$ cat config.mk
export PLATFORM = sky130hd
export DESIGN_NAME = grant_decoder_2x4_flat
export DESIGN_NICKNAME = d
export VERILOG_FILES = /design/src/rtl/grant_decoder_2x4_if.sv /design/src/rtl/grant_decoder_2x4.sv /design/src/flat_wrapper.sv
export SDC_FILE = /design/constraint.sdc
export NUM_CORES = 1
export LEC_CHECK = 0
export BUFFER_PORTS_ARGS = -buffer_cell sky130_fd_sc_hd__clkbuf_2
export CAP_MARGIN = 20
export CORE_MARGIN = 4
export CORE_UTILIZATION = 42
export DETAILED_ROUTE_END_ITERATION = 8
export MAX_ROUTING_LAYER = met4
export PLACE_DENSITY_LB_ADDON = 0.1
export SETUP_SLACK_MARGIN = 0.02
export SLEW_MARGIN = 20
export SYNTH_ARGS = -nofsm -noshare
export SYNTH_HDL_FRONTEND = slang
export SYNTH_SLANG_ARGS = --single-unit
export TNS_END_PERCENT = 10
$ cat constraint.sdc
create_clock -name clk -period 3.2 [get_ports clk]
set_input_delay 0.64 -clock clk [delete_from_list [all_inputs] [get_ports clk]]
set_output_delay 0.64 -clock clk [all_outputs]
set_load 0.1 [all_outputs]
$ cat src/rtl/grant_decoder_2x4_if.sv
// rtl/grant_decoder_2x4_if.sv - encoder-side request and grant bundle for grant_decoder_2x4
// Optional GRANT_COUNT_EN adds grant_cnt to the bundle.
interface grant_decoder_2x4_if;
  logic       z;
  logic [1:0] y;
  logic       ack;
  logic [3:0] g;
  logic       busy;
  logic       timeout;
`ifdef GRANT_COUNT_EN
  logic [7:0] grant_cnt;

  modport master (
    output z, y, ack,
    input  g, busy, timeout, grant_cnt
  );

  modport slave (
    input  z, y, ack,
    output g, busy, timeout, grant_cnt
  );
`else
  modport master (
    output z, y, ack,
    input  g, busy, timeout
  );

  modport slave (
    input  z, y, ack,
    output g, busy, timeout
  );
`endif
endinterface

$ cat src/rtl/grant_decoder_2x4.sv
// rtl/grant_decoder_2x4.sv - registered one-hot grant from a {z, y} priority code with ack/timer release
// Optional GRANT_COUNT_EN adds an 8-bit wrapping count of issued grants.
module grant_decoder_2x4 #(
  parameter int HOLD_CYCLES = 8,
  parameter int CW          = 8
) (
  input logic                clk,
  input logic                reset_n,
  grant_decoder_2x4_if.slave gd
);

  typedef enum logic [1:0] {
    ST_IDLE  = 2'd0,
    ST_GRANT = 2'd1,
    ST_GAP   = 2'd2
  } state_t;

  localparam logic [CW-1:0] HOLD_LAST = CW'(HOLD_CYCLES - 1);

  state_t        r_state;
  state_t        w_state_nx;
  logic [1:0]    r_code;
  logic [1:0]    w_code_nx;
  logic [CW-1:0] r_cnt;
  logic [CW-1:0] w_cnt_nx;
  logic [3:0]    r_g;
  logic [3:0]    w_g_nx;
  logic          r_busy;
  logic          w_busy_nx;
  logic          r_timeout;
  logic          w_timeout_nx;
  logic          w_accept;

  always_ff @(posedge clk or negedge reset_n) begin
    if (!reset_n) begin
      r_state   <= ST_IDLE;
      r_code    <= 2'd0;
      r_cnt     <= '0;
      r_g       <= 4'b0000;
      r_busy    <= 1'b0;
      r_timeout <= 1'b0;
    end else begin
      r_state   <= w_state_nx;
      r_code    <= w_code_nx;
      r_cnt     <= w_cnt_nx;
      r_g       <= w_g_nx;
      r_busy    <= w_busy_nx;
      r_timeout <= w_timeout_nx;
    end
  end

  always_comb begin
    w_state_nx   = r_state;
    w_code_nx    = r_code;
    w_cnt_nx     = r_cnt;
    w_g_nx       = 4'b0000;
    w_busy_nx    = 1'b0;
    w_timeout_nx = 1'b0;
    w_accept     = 1'b0;
    case (r_state)
      ST_IDLE: begin
        if (gd.z) begin
          w_accept   = 1'b1;
          w_state_nx = ST_GRANT;
          w_code_nx  = gd.y;
          w_cnt_nx   = '0;
          w_g_nx     = 4'b0001 << gd.y;
          w_busy_nx  = 1'b1;
        end
      end
      ST_GRANT: begin
        // Grant is rebuilt from the latched code; z/y are deliberately not looked at here.
        w_g_nx    = 4'b0001 << r_code;
        w_busy_nx = 1'b1;
        if (gd.ack) begin
          w_state_nx = ST_GAP;
          w_g_nx     = 4'b0000;
        end else if (r_cnt == HOLD_LAST) begin
          w_state_nx   = ST_GAP;
          w_g_nx       = 4'b0000;
          w_timeout_nx = 1'b1;
        end else begin
          w_cnt_nx = r_cnt + 1'b1;
        end
      end
      ST_GAP: begin
        w_state_nx = ST_IDLE;
      end
      default: begin
        w_state_nx = ST_IDLE;
      end
    endcase
  end

`ifdef GRANT_COUNT_EN
  logic [7:0] r_grant_cnt;

  always_ff @(posedge clk or negedge reset_n) begin
    if (!reset_n) begin
      r_grant_cnt <= 8'd0;
    end else if (w_accept) begin
      r_grant_cnt <= r_grant_cnt + 8'd1;
    end
  end

  assign gd.grant_cnt = r_grant_cnt;
`endif

  assign gd.g       = r_g;
  assign gd.busy    = r_busy;
  assign gd.timeout = r_timeout;

endmodule

$ cat src/flat_wrapper.sv
// flat-port wrapper written by rule: the top's interface ports become plain ports
module grant_decoder_2x4_flat 
#(
  parameter int HOLD_CYCLES = 8,
  parameter int CW          = 8
)
  (clk, reset_n, gd_z, gd_y, gd_ack, gd_g, gd_busy, gd_timeout);
  grant_decoder_2x4_if gd_i ();
  input logic clk;
  input logic reset_n;
  input wire logic [$bits(gd_i.z)-1:0] gd_z;
  input wire logic [$bits(gd_i.y)-1:0] gd_y;
  input wire logic [$bits(gd_i.ack)-1:0] gd_ack;
  output wire logic [$bits(gd_i.g)-1:0] gd_g;
  output wire logic [$bits(gd_i.busy)-1:0] gd_busy;
  output wire logic [$bits(gd_i.timeout)-1:0] gd_timeout;
  assign gd_i.z = gd_z;
  assign gd_i.y = gd_y;
  assign gd_i.ack = gd_ack;
  assign gd_g = gd_i.g;
  assign gd_busy = gd_i.busy;
  assign gd_timeout = gd_i.timeout;
  grant_decoder_2x4 #(.HOLD_CYCLES(HOLD_CYCLES), .CW(CW)) u_core (.clk(clk), .reset_n(reset_n), .gd(gd_i));
endmodule
After elaboration in Yosys (flattened, before gate mapping)
Index checks and enable logic that the tools add are counted.
- RAM bits: 0
- memories kept: 0
- word-level logic and storage cells: 37
- memory bits (read-only): 0
- output and inout bits: 6
- latch bits: 0
- flip-flop bits (word level): 18
- multipliers: 0
- $add $sub $neg: 1
- equal/unequal tests: 6
- order comparisons: 0
- mux-type cells: 17
- shifts and indexed selects: 2
- divide/modulo/power cells: 0
- bitwise logic cells: 0
- reductions and logical operators: 5
- operators by type and width (operator ; number):
    $mux W8 ; 3
    $pmux W8 S2 ; 1
    $mux W4 ; 3
    $add A8 B1 Y8 const B ; 1
    $eq A8 B3 Y1 const B ; 1
    $pmux W4 S2 ; 1
    $shl A1 B2 Y4 const A ; 2
    $mux W2 ; 3
    $ne A2 B2 Y1 const B ; 3
    $mux W1 ; 4
    $pmux W2 S2 ; 1
    $reduce_and A2 Y1 ; 2
    $reduce_and A4 Y1 ; 1
    $ne A3 B2 Y1 const B ; 1
    $eq A2 B1 Y1 const B ; 1
    $logic_not A2 Y1 ; 1
    $pmux W1 S2 ; 1
    $reduce_bool A2 Y1 ; 1

Longest topological paths before layout
- word-level depth: 4
- mapped depth: 5
- mapped depth without buffers: 5

Worst setup path before layout
No wires, ideal clock.
- path kind: input port to flip-flop
- start point: input gd_ack
- end point: register u_core.r_cnt[7]
- slack: 1.341 ns
- buffers on the path: 0
- stages: 4
- data arrival time: 1.733 ns
- path through: nor3b_1 > o31a_2 > nor2_4 > a221o_1
- word-level cells in the longest chain between the ends: 2
- RTL lines (item ; line ; text):
    from (decl) ; flat_wrapper.sv:13 ; input wire logic [$bits(gd_i.ack)-1:0] gd_ack;
    $ne A2 B2 Y1 (no line) ; -- ;
    $reduce_and A4 Y1 (no line) ; -- ;
    to (signal assigned) ; grant_decoder_2x4.sv:45 ; r_cnt <= w_cnt_nx;
    to (decl) ; grant_decoder_2x4.sv:24 ; logic [CW-1:0] r_cnt;
No other way between the ends.
A chain may end at the register's enable or synchronous reset.

Final worst setup path
- start point: register u_core.r_state[0]
- end point: register u_core.r_cnt[7]
- word-level cells in the longest chain between the ends: 3
- elaborated cells on any way between the ends: 8
- RTL lines (item ; line ; text):
    from (decl) ; grant_decoder_2x4.sv:20 ; state_t r_state;
    from (signal assigned) ; grant_decoder_2x4.sv:43 ; r_state <= w_state_nx;
    $eq A2 B1 Y1 or $logic_not A2 Y1 (tied branches) ; grant_decoder_2x4.sv:60 ; case (r_state)
    $ne A2 B2 Y1 (no line) or $reduce_bool A2 Y1 (tied branches) ; -- ;
    $reduce_and A4 Y1 (no line) ; -- ;
Parallel ways exist; a longest one is shown, timed or not.

==> results by group <==
Clock tree
  • H-tree Lvls: 1
  • Postcts setup bufs: 0
  • Clock transition at path regs: 0.11 ns
  • CTS tree: yes
  • CTS Hold Bufs: 0
  • CTS Root Cell: clkbuf_4
  • CTS sink cnt: 18
  • Number of CTS-inserted buffers: 3
  • Cts repair resizes: 0
  • Buffers from clock root to sink, at most: 2
  • Worst-Skew Late Latency: 0.29 ns

Yosys
  • Dominant cell type by area after synthesis: dfrtp_1
  • Top post-synthesis cells by area: dfrtp_1 52%, nand2_1 4.8%, nand3_1 2.9%, a21o_1 2.6%, and3_2 2.6%
  • Post-synth top flop: dfrtp_1
  • Cells after Synth: 84
  • Synthesized area: 860 sq um
  • Synth warn: 0
  • Number of synthesized flops with an enable pin: 0
  • Synth Register Bits: 18
  • Mapped Nets: 91
  • Yosys top cell area share: 52.4%
  • Seq/Total Area, Yosys: 52.4%
  • Syn_area_per_cell: 10.2 sq um
  • Async SR Flop Fraction: 100%
  • Post-synth cell types: 31

Routing
  • Via count: 662
  • Pre-antenna DRT Iters: 4
  • WL final: 1.60 mm
  • DRC: 0
  • DR iter-0 viols: 11
  • Wire per inst: 12.8 microns
  • Routed vias/inst: 5.30
  • Detail Route Antenna Nets: 0

Placement
  • Pre-CTS setup slack: 1.10 ns
  • Placed cell count: 121
  • Dpl cell area: 945 sq um
  • DP HPWL: 1.19 mm
  • Port bufs: 11
  • Gp weighted congestion: 0.756

Floorplanning
  • Die H: 53.2 microns
  • Die ar.: 0.00283 sq mm
  • IO Pins: 12
  • CORE AREA: 0.00196 sq mm
  • Rows: 16
  • Initial Util: 43.8%
  • Die W: 53.2 microns

GRT
  • Met1 Use GR: 18.2%
  • Met2 usage: 19.4%
  • Global routing usage on met3: 2.54%
  • GR peak layer: met2
  • Initial antenna violation count: 0
  • First-pass GRT wire length: 2.65 mm
  • Largest net degree at the start of global routing: 19
  • Vias in the first global route: 561
  • Total congestion overflow: 0
  • Global-route usage over all layers: 13.1%

Critical path
  • Critical Path, Cell by Cell: nor3b_1 > o31a_2 > nor2_4 > a221o_1
  • CP Class: register to register
  • Max incr delay on CP: 0.55 ns
  • Cells on worst reg2reg path: 4
  • Crit-path leading delay family: compound AO/OA/AOI/OAI gates
  • Buffers plus inverters on the worst setup path: 0
  • CP Capture Type: register
  • Levels on crit path: 4
  • WP data required: 3.37 ns
  • Worst-path maximum fanout: 12
  • Startpoint types: register
  • CP max-delay cell: nor3b_1
  • CP arrival: 2.13 ns

Status
  • Status: completed

STA
  • Minimum clock period: 1.96 ns
  • RSZ-0062 raised after global routing: no
  • Slew headroom: 42.6%
  • Setup TNS: 0 ns
  • Slew @ Worst Pin: 0.860 ns
  • Max Fclk: 509 MHz
  • Max-slew violation count: 0
  • Hold WS: 0.270 ns
  • Hold Vio Cnt, Final: 0
  • Clk_skew: 0.00916 ns
  • Number of setup violations in the final report: 0
  • Worst setup margin: 1.24 ns
  • Crit share post-route: 61.3%

Pwr
  • Pwr Total: 0.761 mW
  • Max VDD drop: 409 uV
  • Pwr Density: 776 mW/mm^2
  • Leak: 0.478 nW

Layout
  • Non-filler cells, final: 125
  • Commonest non-fill, non-tap cell in the layout: dfrtp_1
  • Area Overhead vs Synth: 14.1%
  • Layout Cell Area excl Fill: 981 sq um
  • Commonest non-fill, non-tap cells in the layout: 18 x dfrtp_1, 11 x nand2_1, 11 x clkbuf_2
  • Nets: 106
  • Antenna cells: 0
  • Share of layout cells above drive strength 1: 22.4%
  • Util after Layout: 50.0%

Min path
  • Hold crit path type: input pin to async pin

Run
  • Max Cap Viol: 0
==> registers in the layout, summed over array words and instances (netlist names) <==
| signal | flops |
|---|---|
| u_core.gd.g | 4 |
| u_core.r_cnt | 8 |
| u_core.r_code | 2 |
| u_core.gd.busy | 1 |
| u_core.gd.timeout | 1 |
| u_core.r_state | 2 |
==> synth_stat cells (all sizes together) (2+ instances only) <==
cell type and instances:
dfrtp 18, nand2 11, inv 5, nand3 5, a21oi 4, and3 4, nor2 4, o21ai 4
a21o 3, nor3b 3, nand2b 2, nand3b 2, nor3 2, o22ai 2, o31ai 2, or4 2
==> final timing paths <==
| kind | from | to | slack (ns) |
|---|---|---|---|
| max | u_core.r_state[0]$_DFFE_PN0P_ | u_core.r_cnt[7]$_DFFE_PN0P_ | 1.24 |
| min | reset_n | u_core.r_cnt[6]$_DFFE_PN0P_ | 0.27 |
| max reg2reg | u_core.r_state[0]$_DFFE_PN0P_ | u_core.r_cnt[7]$_DFFE_PN0P_ | 1.24 |
| min reg2reg | u_core.r_code[0]$_DFFE_PN0P_ | u_core.gd.g[0]$_DFF_PN0_ | 0.50 |
| max in group asynchronous | reset_n | u_core.r_cnt[0]$_DFFE_PN0P_ | 2.61 |
| min in group clk | u_core.r_code[0]$_DFFE_PN0P_ | u_core.gd.g[0]$_DFF_PN0_ | 0.50 |
==> power breakdown <==
part / switching (mW) / internal (mW)
clock network: 0.0688 / 0.0691
registers: 0.0464 / 0.276
logic: 0.225 / 0.0755
total: 0.341 / 0.420
==> per-layer routing <==
metal / up-vias / part of all wire, %
li1: 332 / -
met1: 313 / 49
met2: 15 / 45
met3: 2 / 5.2
met4: 0 / 0.88
met5: - / 0
==> kinds of logic (layout without fill, tap and decap cells) <==
logic type	after synthesis	in the layout	synth area share, %
adder cells (fa/ha/maj)	1	1	1.46
flip-flops	18	18	52.4
AND/OR/NAND/NOR	39	39	26.1
AO/OA/AOI/OAI	20	20	17.5
buffers and inverters	6	20	2.62
==> cell type report <==
class / count / area (sq um)
inverter: 5 / 18.8
tap: 27 / 33.8
clock buffer: 4 / 36.3
fill: 198 / 981
timing repair buffer: 11 / 55.1
sequential: 18 / 450
multi-input combinational: 60 / 387
Note: power is estimated with default switching activity, not from simulation.
